===== config.mk =====
export PLATFORM = sky130hd
export DESIGN_NAME = fpu_issue_ctrl
export DESIGN_NICKNAME = d
export VERILOG_FILES = /design/src/rtl/fpu_issue_ctrl.sv
export SDC_FILE = /design/constraint.sdc
export NUM_CORES = 1
export LEC_CHECK = 0
export CAP_MARGIN = 20
export CORE_UTILIZATION = 40
export CTS_CLUSTER_SIZE = 30
export DETAILED_ROUTE_END_ITERATION = 16
export PLACE_DENSITY_LB_ADDON = 0.3
export SLEW_MARGIN = 40
export SYNTH_ARGS = -nofsm -noshare
export SYNTH_HDL_FRONTEND = slang
export SYNTH_SLANG_ARGS = --single-unit

===== constraint.sdc =====
create_clock -name clk -period 4.7 [get_ports clk]
set_input_delay 0.94 -clock clk [delete_from_list [all_inputs] [get_ports clk]]
set_output_delay 0.94 -clock clk [all_outputs]
set_load 0.01 [all_outputs]

===== src/rtl/fpu_issue_ctrl.sv =====
// -----------------------------------------------------------------------------
// fpu_issue_ctrl
//   Upstream issue stage for the single-precision fpu. Requests {op, a, b} are
//   buffered in a small FIFO and issued one at a time to the fpu, which has no
//   handshake and a registered output. The controller waits out the fpu
//   latency, captures dout and offers it on a valid/ready result port.
//
// Parameters
//   DEPTH    FIFO entries (power of two, >= 2)
//   FPU_LAT  fpu clock edges from operand sample to valid dout
//
// Ports
//   clk, rst                   clock and synchronous active-high reset
//   in_valid/in_ready          request handshake
//   in_a, in_b, in_op          request operands and opcode (00 ADD 01 SUB 10 DIV 11 MUL)
//   fpu_a, fpu_b, fpu_opcode   registered drive to the fpu
//   fpu_dout                   fpu result
//   res_valid/res_ready        result handshake
//   res_data, res_op           captured result and its opcode
//   count                      FIFO occupancy
//   busy                       high when an op is in flight/held or the FIFO is not empty
//   res_flags (optional)       {nan, inf, zero} of res_data
//
// Build option
//   FPU_ISSUE_FLAGS_EN  when defined, adds res_flags[2:0].
// -----------------------------------------------------------------------------
module fpu_issue_ctrl #(
  parameter int DEPTH   = 4,
  parameter int FPU_LAT = 1
) (
  input  logic                     clk,
  input  logic                     rst,
  input  logic                     in_valid,
  output logic                     in_ready,
  input  logic [31:0]              in_a,
  input  logic [31:0]              in_b,
  input  logic [1:0]               in_op,
  output logic [31:0]              fpu_a,
  output logic [31:0]              fpu_b,
  output logic [1:0]               fpu_opcode,
  input  logic [31:0]              fpu_dout,
  output logic                     res_valid,
  input  logic                     res_ready,
  output logic [31:0]              res_data,
  output logic [1:0]               res_op,
  output logic [$clog2(DEPTH):0]   count,
  output logic                     busy
`ifdef FPU_ISSUE_FLAGS_EN
  ,
  output logic [2:0]               res_flags
`endif
);

  localparam int PTR_W  = $clog2(DEPTH);
  localparam int CNT_W  = PTR_W + 1;
  localparam int WAIT_W = $clog2(FPU_LAT + 2);

  localparam logic [1:0] S_IDLE = 2'd0;
  localparam logic [1:0] S_WAIT = 2'd1;
  localparam logic [1:0] S_CAPT = 2'd2;
  localparam logic [1:0] S_HOLD = 2'd3;

  logic [65:0]       r_mem [DEPTH];
  logic [PTR_W-1:0]  r_wr_ptr;
  logic [PTR_W-1:0]  r_rd_ptr;
  logic [CNT_W-1:0]  r_count;
  logic [1:0]        r_state;
  logic [WAIT_W-1:0] r_wait_cnt;
  logic [1:0]        r_op;
  logic [31:0]       r_fpu_a;
  logic [31:0]       r_fpu_b;
  logic [1:0]        r_fpu_opcode;
  logic              r_res_valid;
  logic [31:0]       r_res_data;
  logic [1:0]        r_res_op;

  logic              w_push;
  logic              w_pop;
  logic [65:0]       w_head;

  // in_ready depends on registered count only, so there is no combinational
  // path from in_valid or res_ready to in_ready.
  assign in_ready = (r_count != CNT_W'(DEPTH));
  assign w_push   = in_valid & in_ready;
  // Only IDLE pops, and only from the registered count: an entry written at
  // one edge is visible for popping at the next edge at the earliest.
  assign w_pop    = (r_state == S_IDLE) && (r_count != '0);
  assign w_head   = r_mem[r_rd_ptr];

  // NOTE: the storage array carries no reset; validity is tracked entirely by
  // the pointers and count, so resetting the data would only cost flops.
  always_ff @(posedge clk) begin
    if (w_push) r_mem[r_wr_ptr] <= {in_op, in_a, in_b};
  end

  // NOTE: all sequential state uses non-blocking assignments so every register
  // sees the pre-edge values of the others, independent of statement order.
  always_ff @(posedge clk) begin
    if (rst) begin
      r_wr_ptr <= '0;
      r_rd_ptr <= '0;
      r_count  <= '0;
    end else begin
      if (w_push) r_wr_ptr <= r_wr_ptr + 1'b1;
      if (w_pop)  r_rd_ptr <= r_rd_ptr + 1'b1;
      case ({w_push, w_pop})
        2'b10:   r_count <= r_count + 1'b1;
        2'b01:   r_count <= r_count - 1'b1;
        default: r_count <= r_count;
      endcase
    end
  end

  always_ff @(posedge clk) begin
    if (rst) begin
      r_state      <= S_IDLE;
      r_wait_cnt   <= '0;
      r_op         <= 2'b00;
      r_fpu_a      <= '0;
      r_fpu_b      <= '0;
      r_fpu_opcode <= 2'b00;
      r_res_valid  <= 1'b0;
      r_res_data   <= '0;
      r_res_op     <= 2'b00;
    end else begin
      case (r_state)
        S_IDLE: begin
          if (w_pop) begin
            r_fpu_opcode <= w_head[65:64];
            r_fpu_a      <= w_head[63:32];
            r_fpu_b      <= w_head[31:0];
            r_op         <= w_head[65:64];
            r_wait_cnt   <= WAIT_W'(FPU_LAT);
            r_state      <= S_WAIT;
          end
        end
        S_WAIT: begin
          // The fpu samples the operands one edge after the load; its dout is
          // valid FPU_LAT edges after that, i.e. when the counter hits zero.
          if (r_wait_cnt != '0) r_wait_cnt <= r_wait_cnt - 1'b1;
          if (r_wait_cnt <= WAIT_W'(1)) r_state <= S_CAPT;
        end
        S_CAPT: begin
          r_res_data  <= fpu_dout;
          r_res_op    <= r_op;
          r_res_valid <= 1'b1;
          r_state     <= S_HOLD;
        end
        default: begin
          if (res_ready) begin
            r_res_valid <= 1'b0;
            r_state     <= S_IDLE;
          end
        end
      endcase
    end
  end

`ifdef FPU_ISSUE_FLAGS_EN
  logic [2:0] r_res_flags;
  logic [2:0] w_dout_flags;

  always_comb begin
    w_dout_flags    = 3'b000;
    w_dout_flags[2] = (fpu_dout[30:23] == 8'hFF) && (fpu_dout[22:0] != '0);
    w_dout_flags[1] = (fpu_dout[30:23] == 8'hFF) && (fpu_dout[22:0] == '0);
    w_dout_flags[0] = (fpu_dout[30:23] == 8'h00) && (fpu_dout[22:0] == '0);
  end

  always_ff @(posedge clk) begin
    if (rst)                      r_res_flags <= 3'b000;
    else if (r_state == S_CAPT)   r_res_flags <= w_dout_flags;
  end

  assign res_flags = r_res_flags;
`endif

  assign fpu_a      = r_fpu_a;
  assign fpu_b      = r_fpu_b;
  assign fpu_opcode = r_fpu_opcode;
  assign res_valid  = r_res_valid;
  assign res_data   = r_res_data;
  assign res_op     = r_res_op;
  assign count      = r_count;
  assign busy       = (r_state != S_IDLE) || (r_count != '0);

endmodule

==> results.sh <==
export IMPL_fin_skew_ns=0.0112
export IMPL_synth_fp_nets=801
export IMPL_layout_nets=1027
export IMPL_syn_inst=688
export IMPL_chipHeight_um=186
export IMPL_io_pins=208
export IMPL_hold_viol=0
export IMPL_worstPathCellList="inv_1 > ha_1 > or4b_1 > clkdlybuf4s50_1"
export IMPL_power_mw=9.82
export IMPL_cts_tree="yes"
export IMPL_irDropWorstVdd_v=0.000243
export IMPL_final_util=0.530
export IMPL_synth_edf_count=264
export IMPL_cts_hold_buf=0
export IMPL_drc=0
export IMPL_insertion_delay_ns=0.52
export IMPL_core_sq_mm=0.0329
export IMPL_postSynth_asyncResetShare=0
export IMPL_initial_utilization=0.410
export IMPL_worstMarginPinSlew_ns=0.620
export IMPL_synth_cell_types=42
export IMPL_layout_common_cells="edfxtp_1 (264), clkdlybuf4s50_1 (206), dfxtp_1 (110)"
export IMPL_drv_slew=0
export IMPL_clock_path_buffers=3
export IMPL_hold_class="flop to flop"
export IMPL_fp_dieW_um=186
export IMPL_r2r_slack_ns=2.34
export IMPL_critPathLaunchType="flop"
export IMPL_htreeDepth=2
export IMPL_status="finished clean"
export IMPL_fp_row_count=66
export IMPL_post_cts_setup_buffer_count=0
export IMPL_cts_sinks=376
export IMPL_grt_overflow=0
export IMPL_p_per_area_mw_per_mm2=564
export IMPL_max_cap_viol_count=0
export IMPL_drive_gt1_frac=0.165
export IMPL_fill_cells=2684
export IMPL_critPathKind="flop to output pin"
export IMPL_ys_warn_count=0
export IMPL_grt_use_total=0.156
export IMPL_cpMaxStageDelayCell="or4b_1"
export IMPL_min_to="fpu_a[19]$_SDFFE_PP0P_"
export IMPL_period_share=0.700
export IMPL_grt_max_degree=49
export IMPL_r2r_cells=8
export IMPL_post_cts_resized=0
export IMPL_ys_seq_area_frac=0.754
export IMPL_antenna_found_initial=1
export IMPL_gp_congestion=0.696
export IMPL_worst_path_max_fanout=7
export IMPL_holdPathStages=1
export IMPL_synth_seq_cells=376
export IMPL_worstSetupEndpointType="output pin"
export IMPL_wire_per_inst_um=19.3
export IMPL_period_needed_ns=3.29
export IMPL_placed_cells=1314
export IMPL_rsz0062_at_grt="false"
export IMPL_worst_hold_startpoint="fpu_a[19]$_SDFFE_PP0P_"
export IMPL_cp_depth=4
export IMPL_cp_num_buf_inv=2
export IMPL_critPathRequiredTime_ns=3.76
export IMPL_cp_top_family="buffers and inverters"
export IMPL_routed_wirelength_mm=26.8
export IMPL_synth_area_per_cell_sq_um=19.6
export IMPL_cts_buffers=39
export IMPL_firstDrtPassIters=4
export IMPL_die_area_sq_mm=0.0345
export IMPL_r2r_end="count[2]$_SDFFE_PP0P_"
export IMPL_worstPathArrival_ns=2.35
export IMPL_syn_cell_area_sq_mm=0.0135
export IMPL_first_iter_violations=356
export IMPL_ant_nets=0
export IMPL_stdcell_count=1388
export IMPL_tns_ns=0
export IMPL_area_growth_pct=29.1
export IMPL_cts_root_buffer="clkbuf_16"
export IMPL_routed_via_count=6941
export IMPL_cellLeakagePower_nw=5.77
export IMPL_setup_violations_final=0
export IMPL_reg2reg_from="count[2]$_SDFFE_PP0P_"
export IMPL_fmax_mhz=304
export IMPL_numPortBuffers=207
export IMPL_synth_ff_type="edfxtp_1"
export IMPL_grt_pass1_vias=7075
export IMPL_cts_clk_slew_worst_paths_ns=0.06
export IMPL_mostFrequentLayoutCell="edfxtp_1"
export IMPL_hpwlAfterDp_mm=17.5
export IMPL_max_stage_delay_ns=0.58
export IMPL_grt_pass1_wl_mm=40.4
export IMPL_via_per_inst=5.00
export IMPL_relSlewSlack=0.587
==> sequential cells by signal (all words and copies together), names as in the netlist <==
register,count
fpu_b,32
r_wr_ptr,2
r_rd_ptr,2
fpu_a,32
res_valid,1
res_op,2
fpu_opcode,2
r_state,2
r_wait_cnt,2
res_data,32
count,3
r_mem,264
==> final cells by class <==
type	instances	area, sq um	area share
Antenna cell	1	2.50	0.000144
Sequential cell	376	10200	0.584
Clock buffer	55	1100	0.0630
Inverter	11	41.3	0.00237
Tap cell	442	553	0.0317
Timing Repair Buffer	226	2380	0.137
Multi-Input combinational cell	260	3050	0.175
Clock inverter	17	121	0.00697
==> worst max path at each step <==
stage                                        from                     end  slack [ns]
after floorplan                          in_valid   r_mem[0][0]$_DFFE_PP_        1.48
after global placement                   in_valid  r_mem[0][36]$_DFFE_PP_        1.73
after detailed placement                 in_valid   count[2]$_SDFFE_PP0P_        1.80
after CTS                 r_state[0]$_SDFFE_PP0P_                    busy        1.38
after global routing      r_state[1]$_SDFFE_PP0P_                    busy        1.31
final                     r_state[0]$_SDFFE_PP0P_                    busy        1.41
==> worst register-to-register path, cell delays in order (launching register included) <==
cell and delay, ns:
dfxtp_1 0.42, or3b_1 0.53, nand2_1 0.13, ha_1 0.18, inv_1 0.06, fa_1 0.37
xor2_1 0.16, or3_1 0.30, a21oi_1 0.14
==> synthesized netlist by cell type (3+ instances only) <==
cell / n / area (sq um)
edfxtp_1: 264 / 7930
dfxtp_1: 112 / 2240
a22o_1: 66 / 578
mux4_2: 66 / 1490
nor2_1: 41 / 154
mux2i_1: 34 / 340
buf_2: 15 / 75.1
inv_1: 11 / 41.3
clkbuf_1: 10 / 37.5
ha_1: 10 / 125
buf_6: 7 / 78.8
a21oi_1: 5 / 25.0
buf_4: 5 / 37.5
and3_1: 4 / 25.0
nand2_1: 3 / 11.3
nand3_1: 3 / 15.0
xor2_1: 3 / 26.3
==> metal layers <==
metal / GRT usage / part of all wire
met5: 0 / 0
met4: 0.0439 / 0.018
met3: 0.0319 / 0.061
met2: 0.267 / 0.50
met1: 0.201 / 0.42
==> stage by stage <==
step,setup slack [ns],area [sq um],hold WS (ns)
2_1_floorplan,1.48,13500,0.469
3_3_place_gp,1.73,15900,0.461
3_5_place_dp,1.80,16200,0.463
4_1_cts,1.38,17400,0.481
5_1_grt,1.31,17400,0.492
6_report,1.41,17400,0.479
==> power breakdown <==
group          leakage [nW]  internal, mW  total [mW]  switching (mW)
Sequential             3.34          4.10        4.38           0.277
Combinational          1.84          1.40        2.55            1.15
Clock                 0.600          1.69        2.90            1.21
==> kinds of logic (layout without fill, tap and decap cells) <==
logic type                 count (synthesis)  in the layout  share of synthesized area
other                                      0              1                          0
adders and majority gates                 11             11                     0.0108
muxes                                    100            100                      0.135
buffers and inverters                     52            309                     0.0232
AOI/OAI and AO/OA                         84             84                     0.0527
xor gates and xnor gates                   4              4                    0.00260
and+or+nand+nor                           61             61                     0.0215
DFF                                      376            376                      0.754
Note: power is estimated with default switching activity, not from simulation.
